[src/rtl/chip_top_sys.sv]
// Chip top: UART console that sends a boot banner after reset, then echoes
// received bytes through a small RTS/CTS flow-controlled FIFO. SPI port held idle.
module chip_top_sys #(
  parameter int CLKS_PER_BIT = 868,
  parameter int FIFO_DEPTH   = 4
) (
  input  logic clk_p,
  input  logic clk_n,
  input  logic rst_top,
  input  logic rxd,
  output logic txd,
  input  logic cts,
  output logic rts,
  output logic spi_cs,
  output logic spi_sclk,
  output logic spi_mosi,
  input  logic spi_miso
);
  localparam int CW = $clog2(CLKS_PER_BIT);
  localparam int PW = (FIFO_DEPTH > 1) ? $clog2(FIFO_DEPTH) : 1;
  localparam int NW = $clog2(FIFO_DEPTH + 1);
  localparam logic [CW-1:0] BIT_LAST  = CW'(CLKS_PER_BIT - 1);
  localparam logic [CW-1:0] HALF_LAST = CW'(CLKS_PER_BIT / 2 - 1);
  localparam logic [NW-1:0] N_FULL    = NW'(FIFO_DEPTH);
  localparam logic [NW-1:0] N_ALMOST  = NW'(FIFO_DEPTH - 1);

  // Valid/ready: RX offers a byte for one cycle (push); the FIFO takes it only
  // if a slot is free that cycle. TX consumes the head (pop) only when non-empty.

  typedef enum logic [1:0] {RX_IDLE, RX_START, RX_DATA, RX_STOP} rx_state_e;
  typedef enum logic [1:0] {TX_BANNER, TX_ECHO, TX_SEND} tx_state_e;

  logic unused_ok;
  assign unused_ok = ^{clk_n, spi_miso};

  assign spi_cs   = 1'b1;
  assign spi_sclk = 1'b0;
  assign spi_mosi = 1'b1;

  // Reset asserts asynchronously and releases two clocks after rst_top rises.
  logic rst_meta_q, rst_n_q;
  always_ff @(posedge clk_p or negedge rst_top) begin
    if (!rst_top) begin
      rst_meta_q <= 1'b0;
      rst_n_q    <= 1'b0;
    end else begin
      rst_meta_q <= 1'b1;
      rst_n_q    <= rst_meta_q;
    end
  end

  logic rxd_meta_q, rxd_sync_q, rxd_prev_q, cts_meta_q, cts_sync_q;

  rx_state_e       rx_state_q, rx_state_d;
  logic [CW-1:0]   rx_cnt_q, rx_cnt_d;
  logic [2:0]      rx_bit_q, rx_bit_d;
  logic [7:0]      rx_shift_q, rx_shift_d;
  logic            push, push_ok, pop;

  logic [7:0]      mem_q [FIFO_DEPTH];
  logic [7:0]      mem_d [FIFO_DEPTH];
  logic [PW-1:0]   wr_ptr_q, wr_ptr_d, rd_ptr_q, rd_ptr_d;
  logic [NW-1:0]   fifo_cnt_q, fifo_cnt_d;
  logic            rts_q, rts_d;

  tx_state_e       tx_state_q, tx_state_d;
  logic [CW-1:0]   tx_cnt_q, tx_cnt_d;
  logic [3:0]      tx_bit_q, tx_bit_d;
  logic [8:0]      tx_sh_q, tx_sh_d;
  logic            txd_q, txd_d;
  logic [2:0]      ban_idx_q, ban_idx_d;
  logic [7:0]      ban_byte;
  logic            ban_left, tx_free;

  always_comb begin
    rx_state_d = rx_state_q;
    rx_cnt_d   = rx_cnt_q;
    rx_bit_d   = rx_bit_q;
    rx_shift_d = rx_shift_q;
    push       = 1'b0;
    case (rx_state_q)
      RX_IDLE: begin
        if (rxd_prev_q && !rxd_sync_q) begin
          rx_state_d = RX_START;
          rx_cnt_d   = '0;
        end
      end
      RX_START: begin
        if (rx_cnt_q == HALF_LAST) begin
          rx_cnt_d   = '0;
          rx_bit_d   = '0;
          rx_state_d = rxd_sync_q ? RX_IDLE : RX_DATA;
        end else begin
          rx_cnt_d = rx_cnt_q + CW'(1);
        end
      end
      RX_DATA: begin
        if (rx_cnt_q == BIT_LAST) begin
          rx_cnt_d   = '0;
          rx_shift_d = {rxd_sync_q, rx_shift_q[7:1]};
          rx_bit_d   = rx_bit_q + 3'd1;
          if (rx_bit_q == 3'd7) rx_state_d = RX_STOP;
        end else begin
          rx_cnt_d = rx_cnt_q + CW'(1);
        end
      end
      RX_STOP: begin
        if (rx_cnt_q == BIT_LAST) begin
          rx_cnt_d   = '0;
          push       = rxd_sync_q;
          rx_state_d = RX_IDLE;
        end else begin
          rx_cnt_d = rx_cnt_q + CW'(1);
        end
      end
      default: rx_state_d = RX_IDLE;
    endcase
  end

  // A full FIFO still accepts a push in a cycle where TX frees a slot.
  always_comb begin
    push_ok  = push && ((fifo_cnt_q != N_FULL) || pop);
    mem_d    = mem_q;
    wr_ptr_d = wr_ptr_q;
    rd_ptr_d = rd_ptr_q;
    if (push_ok) begin
      mem_d[wr_ptr_q] = rx_shift_q;
      wr_ptr_d        = wr_ptr_q + PW'(1);
    end
    if (pop) rd_ptr_d = rd_ptr_q + PW'(1);
    case ({push_ok, pop})
      2'b10:   fifo_cnt_d = fifo_cnt_q + NW'(1);
      2'b01:   fifo_cnt_d = fifo_cnt_q - NW'(1);
      default: fifo_cnt_d = fifo_cnt_q;
    endcase
    rts_d = (fifo_cnt_q >= N_ALMOST);
  end

  always_comb begin
    case (ban_idx_q[1:0])
      2'd0:    ban_byte = 8'h4C;
      2'd1:    ban_byte = 8'h52;
      2'd2:    ban_byte = 8'h0D;
      default: ban_byte = 8'h0A;
    endcase
  end

  // The launch decision is also taken on the last stop-bit cycle so the next
  // start bit follows with no idle gap.
  always_comb begin
    tx_state_d = tx_state_q;
    tx_cnt_d   = tx_cnt_q;
    tx_bit_d   = tx_bit_q;
    tx_sh_d    = tx_sh_q;
    txd_d      = txd_q;
    ban_idx_d  = ban_idx_q;
    pop        = 1'b0;
    ban_left   = !ban_idx_q[2];
    tx_free    = (tx_state_q != TX_SEND) || ((tx_bit_q == 4'd9) && (tx_cnt_q == BIT_LAST));
    if (!tx_free) begin
      if (tx_cnt_q == BIT_LAST) begin
        tx_cnt_d = '0;
        tx_bit_d = tx_bit_q + 4'd1;
        txd_d    = tx_sh_q[0];
        tx_sh_d  = {1'b1, tx_sh_q[8:1]};
      end else begin
        tx_cnt_d = tx_cnt_q + CW'(1);
      end
    end else if (!cts_sync_q && (ban_left || (fifo_cnt_q != '0))) begin
      tx_state_d = TX_SEND;
      txd_d      = 1'b0;
      tx_cnt_d   = '0;
      tx_bit_d   = '0;
      if (ban_left) begin
        tx_sh_d   = {1'b1, ban_byte};
        ban_idx_d = ban_idx_q + 3'd1;
      end else begin
        tx_sh_d = {1'b1, mem_q[rd_ptr_q]};
        pop     = 1'b1;
      end
    end else begin
      tx_state_d = ban_left ? TX_BANNER : TX_ECHO;
      txd_d      = 1'b1;
    end
  end

  always_ff @(posedge clk_p or negedge rst_n_q) begin
    if (!rst_n_q) begin
      rxd_meta_q <= 1'b1;
      rxd_sync_q <= 1'b1;
      rxd_prev_q <= 1'b1;
      cts_meta_q <= 1'b1;
      cts_sync_q <= 1'b1;
      rx_state_q <= RX_IDLE;
      rx_cnt_q   <= '0;
      rx_bit_q   <= '0;
      rx_shift_q <= '0;
      mem_q      <= '{default: '0};
      wr_ptr_q   <= '0;
      rd_ptr_q   <= '0;
      fifo_cnt_q <= '0;
      rts_q      <= 1'b1;
      tx_state_q <= TX_BANNER;
      tx_cnt_q   <= '0;
      tx_bit_q   <= '0;
      tx_sh_q    <= '1;
      txd_q      <= 1'b1;
      ban_idx_q  <= '0;
    end else begin
      rxd_meta_q <= rxd;
      rxd_sync_q <= rxd_meta_q;
      rxd_prev_q <= rxd_sync_q;
      cts_meta_q <= cts;
      cts_sync_q <= cts_meta_q;
      rx_state_q <= rx_state_d;
      rx_cnt_q   <= rx_cnt_d;
      rx_bit_q   <= rx_bit_d;
      rx_shift_q <= rx_shift_d;
      mem_q      <= mem_d;
      wr_ptr_q   <= wr_ptr_d;
      rd_ptr_q   <= rd_ptr_d;
      fifo_cnt_q <= fifo_cnt_d;
      rts_q      <= rts_d;
      tx_state_q <= tx_state_d;
      tx_cnt_q   <= tx_cnt_d;
      tx_bit_q   <= tx_bit_d;
      tx_sh_q    <= tx_sh_d;
      txd_q      <= txd_d;
      ban_idx_q  <= ban_idx_d;
    end
  end

  assign txd = txd_q;
  assign rts = rts_q;

endmodule

[config.mk]
export PLATFORM = sky130hd
export DESIGN_NAME = chip_top_sys
export DESIGN_NICKNAME = d
export VERILOG_FILES = /design/src/rtl/chip_top_sys.sv
export SDC_FILE = /design/constraint.sdc
export NUM_CORES = 1
export LEC_CHECK = 0
export CAP_MARGIN = 0
export CORE_ASPECT_RATIO = 0.8
export CORE_UTILIZATION = 60
export CTS_CLUSTER_DIAMETER = 80
export DETAILED_ROUTE_END_ITERATION = 8
export MAX_ROUTING_LAYER = met4
export PLACE_DENSITY = 0.77
export SETUP_SLACK_MARGIN = 0.1
export SLEW_MARGIN = 20
export SYNTH_ARGS = -nofsm -noshare
export SYNTH_HDL_FRONTEND = slang
export SYNTH_SLANG_ARGS = --single-unit
[constraint.sdc]
create_clock -name clk_p -period 3.4 [get_ports clk_p]
set_clock_uncertainty 0.2 [all_clocks]
set_input_delay 0.68 -clock clk_p [delete_from_list [all_inputs] [get_ports clk_p]]
set_output_delay 0.68 -clock clk_p [all_outputs]
set_load 0.05 [all_outputs]
==> run_results.csv <==
group,metric,value,unit
grt,grt_max_degree,51,
worst_setup_path,regToRegStartpoint,"tx_cnt_q[1]$_DFFE_PN0P_",
hold_path,min_path_type,"reg2reg",
detailed_routing,wire_per_inst,16.4,µm
worst_setup_path,timing_worst_setup_path_type,"reg2reg",
timing,worst_pin_slew,813,ps
grt,antenna_found_initial,0,
power,peakVddDrop,0.000282,V
finish,drive_gt1_share,24.6,%
outcome,outcome,"finished clean",
detailed_routing,num_vias,3043,
worst_setup_path,arrival,3200,ps
clocking,cts_buffers,9,
timing,slew_violations,0,
worst_setup_path,critPathLaunchType,"flip-flop",
floorplanning,initial_core_util,62.0,%
clocking,cts_tree,"built",
hold_path,min-delay-start,"cts_meta_q$_DFF_PN1_",
floorplanning,core,7910,µm²
finish,fin_nets,437,
grt,gr-total-overflow,0,
floorplanning,die_w,103,µm
logic_synthesis,ys_seq_area_share,50.4,%
logic_synthesis,synth_area_leader_cell,"dfrtp_1",
worst_setup_path,cp_max_fo,5,
timing,slew_headroom,45.8,%
worst_setup_path,critPathSlowestCell,"or4_4",
logic_synthesis,syn-cell-area,4900,µm²
logic_synthesis,synth_warnings,0,
worst_setup_path,path_cells,"ha_1 > or3b_1 > or4_4 > nand3_4 > and2_1 > inv_1 > ha_1 > inv_1 > fa_1 > mux2i_1",
detailed_routing,drtIter0Drc,139,
timing,hold_slack,160,ps
hold_path,worstHoldPathCells,0,
worst_setup_path,rr_endpoint,"fifo_cnt_q[1]$_DFFE_PN0P_",
detailed_routing,via_per_inst,5.79,
timing,max_freq,0.321,GHz
detailed_routing,wl,8.61,mm
logic_synthesis,yosys.area.top_type_share,42.4,%
power,power,0.00246,W
detailed_routing,postRouteAntennaNets,0,
worst_setup_path,crit_path_max_incr_delay,490,ps
detailed_routing,firstDrtPassIters,4,
finish,antennaDiodeCount,0,
clocking,cts-root-buf,"clkbuf_8",
clocking,h-tree-depth,3,
logic_synthesis,synth.avg_cell_area,12.1,µm²
finish,area_growth,8.09,%
logic_synthesis,syn-instance-count,404,
logic_synthesis,ys_ff_latch,98,
timing,fin_crit_sh,91.6,%
grt,track_usage,23.3,%
grt,first_global_vias,2990,
floorplanning,die_h,82.8,µm
worst_setup_path,worstPathRequired,3480,ps
clocking,path_clk_slew,90,ps
timing,finalSetupTns,0,ps
worst_setup_path,ff2ff_setup_slack,290,ps
worst_setup_path,cp_top_family,"simple AND/OR/NAND/NOR gates",
run,cap_violations,0,
power,power_density,464,nW/µm²
clocking,clockBufferDepth,2,
floorplanning,pin_count,11,
logic_synthesis,synth_edf_count,0,
hold_path,min_to,"cts_sync_q$_DFF_PN1_",
worst_setup_path,crit_path_end_kind,"flip-flop",
timing,hold_violations,0,
finish,final_common_cell,"dfrtp_1",
worst_setup_path,reg2reg_depth,10,
placement,dp_hpwl,5.87,mm
logic_synthesis,synth_ff_type,"dfrtp_1",
floorplanning,rows,29,
logic_synthesis,synthTopCellsByArea,"dfrtp_1, mux2_4, dfstp_2",
clocking,cts.sinks,98,
power,leakage,2.44,nW
placement,io_buffers,5,
clocking,worstSkewPairLatency,360,ps
placement,routabilityCongestion,0.820,
timing,post-route-min-period,3110,ps
logic_synthesis,synthArstFlopShare,100,%
detailed_routing,drc,0,
grt,grt_pass1_wl,14.8,mm
finish,n_fill_cell,582,
timing,setup_viol,0,
timing,rsz0062_at_grt,"false",
finish,final_cell_mix,"dfrtp_1, mux2_4, nand2_1, o21ai_0, inv_1",
logic_synthesis,ys_types,55,
worst_setup_path,timing.critical_path.buf_inv,2,
finish,utilization,67.0,%
floorplanning,die_area,8540,µm²
==> worst register-to-register path: cells and delay by family (launching register included) <==
| kind | cells | cell delay (ps) |
|---|---|---|
| buffers and inverters | 2 | 130 |
| flip-flops | 1 | 400 |
| AND/OR/NAND/NOR | 4 | 1310 |
| multiplexers | 1 | 150 |
| adder cells (fa/ha/maj) | 3 | 850 |
==> stage by stage <==
stage	instance area, µm²	std cells	setup slack, ps
floorplan	4910	406	294
global placement	5070	509	268
detailed placement	5070	509	188
CTS	5280	525	150
global route	5300	526	116
finish	5300	526	286
==> registers in the layout (all words and copies together) (netlist names), 2 cells and up, named ones only <==
signal / flops
rx_cnt_q: 10
rd_ptr_q: 2
tx_state_q: 2
tx_sh_q: 8
fifo_cnt_q: 3
tx_cnt_q: 10
ban_idx_q: 3
wr_ptr_q: 2
tx_bit_q: 4
rx_shift_q: 8
rx_bit_q: 3
mem_q: 32
==> cell families (layout without fill, tap and decap cells) <==
kind of cell,count (synthesis),in the layout,synth area share (%)
compound gates,82,82,10.6
xor+xnor,8,8,1.43
fa+ha+maj,18,18,4.75
buf+inv,38,50,3.40
flops,98,98,50.4
mux,53,53,16.4
other cells,2,4,0.153
simple gates,105,105,12.9
==> report_power, final <==
| group | internal [W] | leakage, nW | switching, W | total (W) |
|---|---|---|---|---|
| Sequential | 0.00128 | 1.27 | 0.000129 | 0.00141 |
| Combinational | 0.000141 | 1.07 | 0.000148 | 0.000289 |
| Clock | 0.000361 | 0.103 | 0.000396 | 0.000757 |
| Total | 0.00178 | 2.44 | 0.000672 | 0.00246 |
==> metal layers <==
metal,vias to the layer above,share of wire (%),GRT usage [%]
met3,10,2.9,5.64
li1,1469,-,-
met5,-,0,-
met2,47,47,34.2
met4,0,1.1,6.27
met1,1517,49,32.8
==> synth_stat cells (3+ instances only) <==
master	count
a211oi_1	4
a21oi_1	16
a31oi_1	7
and2_1	4
and3_1	7
buf_2	4
buf_4	3
clkbuf_1	9
dfrtp_1	83
dfstp_2	15
ha_1	17
inv_1	21
mux2_2	10
mux2_4	32
mux2i_1	3
mux4_2	8
nand2_1	25
nand2b_1	5
nand3_1	9
nand3_4	5
nor2_1	19
nor2b_1	5
nor3_1	5
o21a_1	3
o21ai_0	26
o2bb2ai_1	5
o31ai_1	8
or3_1	6
xnor2_1	4
xor2_1	4
==> worst max-delay path by stage <==
stage	startpoint	endpoint	slack (ps)	depth (start not counted)
2_1_floorplan	rst_n_q$_DFF_PN0_	asynchronous set/reset pin	290	0
3_3_place_gp	tx_cnt_q[0]$_DFFE_PN0P_	fifo_cnt_q[2]$_DFFE_PN0P_	270	12
3_5_place_dp	tx_cnt_q[0]$_DFFE_PN0P_	fifo_cnt_q[2]$_DFFE_PN0P_	190	12
4_1_cts	tx_cnt_q[0]$_DFFE_PN0P_	fifo_cnt_q[1]$_DFFE_PN0P_	150	10
5_1_grt	tx_cnt_q[1]$_DFFE_PN0P_	fifo_cnt_q[2]$_DFFE_PN0P_	120	12
6_report	tx_cnt_q[1]$_DFFE_PN0P_	fifo_cnt_q[1]$_DFFE_PN0P_	290	10
==> area by class of cell <==
cell class / instances / area (µm²) / area share [%]
Clock buffer: 10 / 138 / 2.60
Clock inverter: 6 / 65.1 / 1.23
Inverter: 21 / 78.8 / 1.49
Multi-Input combinational cell: 270 / 2280 / 43.1
Sequential cell: 98 / 2470 / 46.7
Tap cell: 108 / 135 / 2.55
Timing Repair Buffer: 13 / 123 / 2.31
==> repair_timing <==
action	CTS	global route
hold buffers	0	0
resized for setup	0	2
setup buffers	0	1
endpoints found under the setup margin	0	2
No activity file was read; power rests on OpenSTA's default activity.
